--- src/rtl/cmd_dispatch.sv ---
// Command execution stage behind the UART wrapper: decodes a 16-bit command against a
// 16x8 register file and returns one response byte per command via send_resp/resp_sent.
module cmd_dispatch #(
  parameter logic [7:0] ACK_BYTE = 8'hA5,
  parameter logic [7:0] NAK_BYTE = 8'hEE,
  parameter int         TIMEOUT  = 8192
) (
  input  logic        clk,
  input  logic        rst_n,
  input  logic        cmd_rdy,
  input  logic [15:0] cmd,
  output logic        clr_cmd_rdy,
  output logic        send_resp,
  output logic [7:0]  resp,
  input  logic        resp_sent,
  input  logic [3:0]  dbg_addr,
  output logic [7:0]  dbg_data,
  output logic [7:0]  err_cnt
);

  localparam int CW = (TIMEOUT > 2) ? $clog2(TIMEOUT) : 2;
  // Counter value in the last WAIT cycle; its increment lands on TIMEOUT-1.
  localparam logic [CW-1:0] TO_LAST = CW'(TIMEOUT - 2);

  typedef enum logic [1:0] {IDLE, EXEC, RESP, WAIT} state_t;

  state_t        state;
  logic [15:0]   cmd_q;
  logic [CW-1:0] to_cnt;
  logic [7:0]    regs [16];

  wire [3:0] op   = cmd_q[15:12];
  wire [3:0] addr = cmd_q[11:8];
  wire [7:0] data = cmd_q[7:0];

  assign dbg_data = regs[dbg_addr];

  always_ff @(posedge clk or negedge rst_n) begin
    if (!rst_n) begin
      state       <= IDLE;
      cmd_q       <= '0;
      to_cnt      <= '0;
      clr_cmd_rdy <= 1'b0;
      send_resp   <= 1'b0;
      resp        <= '0;
      err_cnt     <= '0;
      for (int i = 0; i < 16; i++) regs[i] <= '0;
    end else begin
      clr_cmd_rdy <= 1'b0;
      send_resp   <= 1'b0;
      case (state)
        IDLE: begin
          if (cmd_rdy) begin
            cmd_q       <= cmd;
            clr_cmd_rdy <= 1'b1;
            state       <= EXEC;
          end
        end
        EXEC: begin
          case (op)
            4'h1: begin regs[addr] <= data;         resp <= ACK_BYTE; end
            4'h2: begin                             resp <= regs[addr]; end
            4'h3: begin regs[addr] <= regs[addr] + 8'd1; resp <= ACK_BYTE; end
            4'h4: begin
              for (int i = 0; i < 16; i++) regs[i] <= '0;
              resp <= ACK_BYTE;
            end
            default: begin
              resp <= NAK_BYTE;
              if (err_cnt != 8'hFF) err_cnt <= err_cnt + 8'd1;
            end
          endcase
          send_resp <= 1'b1;
          state     <= RESP;
        end
        RESP: begin
          to_cnt <= '0;
          state  <= WAIT;
        end
        WAIT: begin
          if (resp_sent) begin
            state <= IDLE;
          end else begin
            to_cnt <= to_cnt + 1'b1;
            if (to_cnt == TO_LAST) begin
              state <= IDLE;
              if (err_cnt != 8'hFF) err_cnt <= err_cnt + 8'd1;
            end
          end
        end
        default: state <= IDLE;
      endcase
    end
  end

endmodule

--- config.mk ---
export PLATFORM = sky130hd
export DESIGN_NAME = cmd_dispatch
export DESIGN_NICKNAME = d
export VERILOG_FILES = /design/src/rtl/cmd_dispatch.sv
export SDC_FILE = /design/constraint.sdc
export NUM_CORES = 1
export LEC_CHECK = 0
export ABC_AREA = 1
export BUFFER_PORTS_ARGS = -buffer_cell sky130_fd_sc_hd__buf_4
export CORE_ASPECT_RATIO = 0.8
export CORE_MARGIN = 2
export CORE_UTILIZATION = 35
export CTS_CLUSTER_SIZE = 12
export DETAILED_ROUTE_END_ITERATION = 10
export PLACE_DENSITY_LB_ADDON = 0.12
export SYNTH_ARGS = -nofsm -noshare
export SYNTH_HDL_FRONTEND = slang
export SYNTH_SLANG_ARGS = --single-unit
--- constraint.sdc ---
create_clock -name clk -period 5.7 [get_ports clk]
set_clock_uncertainty 0.05 [all_clocks]
set_input_delay 0.57 -clock clk [delete_from_list [all_inputs] [get_ports clk]]
set_output_delay 0.57 -clock clk [all_outputs]
set_load 0.005 [all_outputs]
[Word level (Yosys, flattened, before mapping)]
Index checks and enable logic that the tools add are counted.
Word-level totals
  logic and storage cells: 83
  output and inout port bits: 26
  bits of input ports: 24
  register bits: 177
Operators by class
  bitwise gates (word level): 2
  $add $sub $neg: 3
  $lt $le $gt $ge: 3
  reductions and logical operators: 12
  equal/unequal tests: 14
  muxes and demuxes: 26
Operators by type and width (number)
  one-hot mux 128 bit (3 select lines): 1
  bitwise mux 128 bit: 2
  two-way mux 8 bit: 9
  binary-select mux 8 bit (select 4 bit): 2
  demux 8 bit (select 4 bit): 1
  one-hot mux 8 bit (2 select lines): 2
  one-hot mux 13 bit (2 select lines): 1
  adder 8 x 1 -> 8 bit, second input constant: 2
  adder 13 x 1 -> 13 bit, second input constant: 1
  == test 13 bit, second input constant: 1
  two-way mux 13 bit: 1
  >= comparator 5 bit, second input constant: 2
  inverter 4 -> 5 bit: 2
  == test 4 x 2 -> 1 bit, second input constant: 2
  inequality test 2 bit, second input constant: 4
  inequality test 8 bit, second input constant: 1
  one-hot mux 2 bit (4 select lines): 1
  AND reduction 2 bit: 4
  two-way mux 2 bit: 3
  < comparator 5 x 1 -> 1 bit, second input constant: 1
  == test 2 bit, second input constant: 2
  == test 4 x 1 -> 1 bit, second input constant: 1
  == test 4 x 3 -> 1 bit, second input constant: 1
  AND reduction 4 bit: 1
  9 further kinds: 12

[Depth between registers and ports, before layout]
  depth in word-level cells: 7
  depth in mapped cells: 20
  mapped depth without buffers: 18

[Worst setup path after synthesis]
OpenSTA, ideal clock, no wires.
  path kind: register to register
  start: register cmd_q[9]
  end: register with a tool-made name
  arrival time: 2274 ps
  clock period less this slack: 2461 ps
  library setup time: 136 ps
  required time: 5514 ps
  path slack: 3239 ps
  cell stages (with the launch flop): 16
  buffers on the path: 3
  cell sequence: dfrtp_1 buf_4 nand2_1 buf_2 nor2_1 a21oi_1 nand2_1 nand2_1 nand2_1 nor2_4 inv_1 ha_1 a22o_1 inv_1 clkbuf_1 o21ai_0
RTL lines
  start, declared: RTL line 28  | logic [15:0] cmd_q;
  start signal, assigned: RTL line 54  | cmd_q <= cmd;

==> results.md <==
* Period Utilization, post-route at 0.7152
* Worst path arrival time at 4300 ps
* Final hold violations at 0
* Worst-Skew Late Latency at 450 ps
* Root Driver: clkbuf_16
* Vias per cell at 5.736
* Nets at 1598
* Post-synth top area share at 0.3981
* TritonCTS Sinks at 177
* DP HPWL at 30.23 mm
* Syn nets at 1586
* # Max-Cap Violations at 0
* Number of synthesized flops with an enable pin at 0
* Buffers on Ports at 49
* Initial Util at 0.3549
* Peak supply drop at 0.2409 mV
* WL/cell at 21.75 um
* Vias post-DR at 11460
* Yosys Warn Count at 0
* Max-slew headroom at 0.1710
* F_max at 245.3 MHz
* CTS Hold Bufs at 0
* First-pass GRT wire length at 66.23 mm
* Final setup violation count at 0
* Worst hold-check path type: in2async
* CTS tree: done
* DRT iter0 DRCs at 1459
* Die area at 33240 um2
* PostCTS Resize Cnt at 0
* Share of layout cells above drive strength 1 at 0.09189
* Final ANT Viol Nets at 0
* Int Power at 3.194 mW
* Synth Register Bits at 177
* Core area at 31350 um2
* Initial antenna violation count at 0
* CP endpoint kind: flop
* Diode count at 0
* Largest net degree at the start of global routing at 97
* Area leader, netlist: dfrtp_1
* Synth cell types at 42
* Die Width at 203.3 um
* Logic pwr share at 0.473
* Worst Setup Path Type: reg2reg
* Net Sw Frac at 0.5064
* Drt pass-1 iters at 6
* Syn Area/Cell at 7.164 um2
* Die Ht at 163.5 um
* Fin Setup TNS at 0 ps
* Crit path launch type: flop
* Number of global-route vias before repair at 10458
* Cts bufs inserted at 17
* Clk slew on worst S/H paths at 80 ps
* Share of flip-flops with an asynchronous set or reset at 1.000
* Dpl ws at 1754 ps
* Layout area overhead at 11.25%
* CP required at 5930 ps
* Routed wire length at 43.46 mm
* Placement Rows at 58
* CTS max path bufs at 2
* Post-route minimum period at 4076 ps
* Main synth FF type: dfrtp_1
* DRC Markers at 0
* PwrDens at 522.8 nW/um2
* Status: completed
* Worst Max-Slew Pin Slew at 1242 ps
* H-Tree Depth at 4
* RSZ-0062 raised after global routing: false
* Synthesized area at 11130 um2
* P_leak at 5.622 nW
* NetSw at 3.277 mW
* Reg power frac at 0.336
* CP max FO at 46
* Gr ovfl total at 0
* Setup Fix Bufs, Post-CTS at 0
* GRT Total Usage at 0.2649
* Top cells by area, synth: dfrtp_1 40%, nand2_1 13%, o21ai_0 7.0%
* Clock network power share at 0.190
* Placer Congestion at 0.9199
* Cells after Synth at 1553
* Seq/Total Area, Yosys at 0.3981
* Max Slew Vio Count at 0
* Slack of the critical path at 1624 ps
* Top-Level Pins at 50
-- per-stage QoR --
step	cells	cell area, um2	util	hold slack [ps]	power [mW]
floorplan	1553	11130	-	224.4	4.065
global route	1998	12380	0.3948	232.9	6.877
CTS	1998	12380	0.3948	199.0	6.420
detailed placement	1966	11790	0.3761	435.4	5.174
finish	1998	12380	0.3948	179.4	6.471
global placement	1966	11790	0.3761	422.3	5.173
-- worst max-delay path: stages (launching register included) --
cell and delay [ps]:
dfrtp_2 690, buf_4 570, nand2_1 480, o21ai_0 300, o21ai_1 80, nand2_1 130
nor2_4 80, inv_1 60, ha_1 160, inv_1 60, nor2_2 210, nand4_2 600
nand3_1 300, a22oi_1 100
-- worst paths after layout --
path / startpoint / end / slack (ps) / depth (start not counted)
setup / recovery: cmd_q[8]$_DFFE_PN0P_ / flop / 1620 / 13
hold / removal: rst_n / err_cnt[2]$_DFFE_PN0P_ / 180 / 1
setup reg to reg: cmd_q[8]$_DFFE_PN0P_ / flop / 1620 / 13
hold reg to reg: to_cnt[9]$_DFFE_PN0P_ / to_cnt[9]$_DFFE_PN0P_ / 450 / 1
max in group asynchronous: rst_n / async pin / 4230 / 2
min in group clk: cmd[11] / cmd_q[11]$_DFFE_PN0P_ / 260 / 3
-- cells in the mapped netlist, types with 2 or more instances --
| cell | number |
|---|---|
| nand2_2 | 6 |
| a21oi_1 | 107 |
| nand3_2 | 2 |
| nor3_1 | 9 |
| nand4_1 | 4 |
| nor2_4 | 5 |
| o21a_1 | 2 |
| a221oi_1 | 61 |
| o211ai_1 | 6 |
| o221ai_1 | 11 |
| nand3_1 | 60 |
| inv_2 | 10 |
| ha_1 | 9 |
| a22oi_2 | 7 |
| nand2_1 | 389 |
| dfrtp_1 | 177 |
| o21ai_0 | 156 |
| o21ai_1 | 9 |
| nor2_2 | 6 |
| buf_1 | 5 |
| a22oi_1 | 44 |
| inv_1 | 176 |
| clkbuf_1 | 40 |
| xor2_1 | 6 |
| buf_4 | 5 |
| a31oi_1 | 7 |
| buf_6 | 8 |
| xnor2_1 | 4 |
| buf_2 | 14 |
| nor2_1 | 161 |
| o22ai_1 | 36 |
-- power by group through the flow --
stage          Sequential (mW)  Combinational (mW)  Clock [mW]
6_report                  2.18                3.06        1.23
5_1_grt                   2.23                3.34        1.30
4_1_cts                   2.16                3.01        1.26
3_5_place_dp              2.18                3.00           0
3_3_place_gp              2.18                2.99           0
2_1_floorplan             2.02                2.05           0
-- area by class of cell --
cell class / count / area, um2
well taps: 420 / 525.5
multi-input cells: 1116 / 5632
clock inverters: 15 / 161.4
clock buffers: 17 / 425.4
inverters: 188 / 708.2
fillers: 3363 / 18970
repair buffers: 65 / 494.2
flip-flops and latches: 177 / 4431
-- kinds of logic (layout without fill, tap and decap cells) --
kind of cell | Yosys count | in the layout | synth area share
and+or+nand+nor | 647 | 647 | 0.2376
adders and majority gates | 9 | 9 | 0.01012
AOI/OAI and AO/OA | 448 | 448 | 0.2477
xor gates and xnor gates | 10 | 10 | 0.007872
buffers and inverters | 260 | 285 | 0.09660
DFF | 177 | 177 | 0.3981
muxes | 2 | 2 | 0.001912
-- metal layers --
layer	part of all wire	global-route usage	wire (um)	vias up
li1	-	-	-	5265
met1	0.50	0.4140	21540	5598
met2	0.39	0.3599	17110	539
met3	0.092	0.06006	4005	58
met4	0.019	0.06636	807	0
met5	0	0	0	-
-- cell usage in the layout (no fill, tap or decap), types with 11 or more instances in the layout --
| master | netlist | routed |
|---|---|---|
| clkbuf_16 | 0 | 17 |
| inv_1 | 176 | 176 |
| buf_4 | 5 | 64 |
| o221ai_1 | 11 | 11 |
| a221oi_1 | 61 | 61 |
| o21ai_0 | 156 | 156 |
| a21oi_1 | 107 | 107 |
| a22oi_1 | 44 | 44 |
| nor2_1 | 161 | 157 |
| nand2_1 | 389 | 389 |
| dfrtp_1 | 177 | 176 |
| o22ai_1 | 36 | 36 |
| nand3_1 | 60 | 60 |
Power figures use the tool's default switching activity.
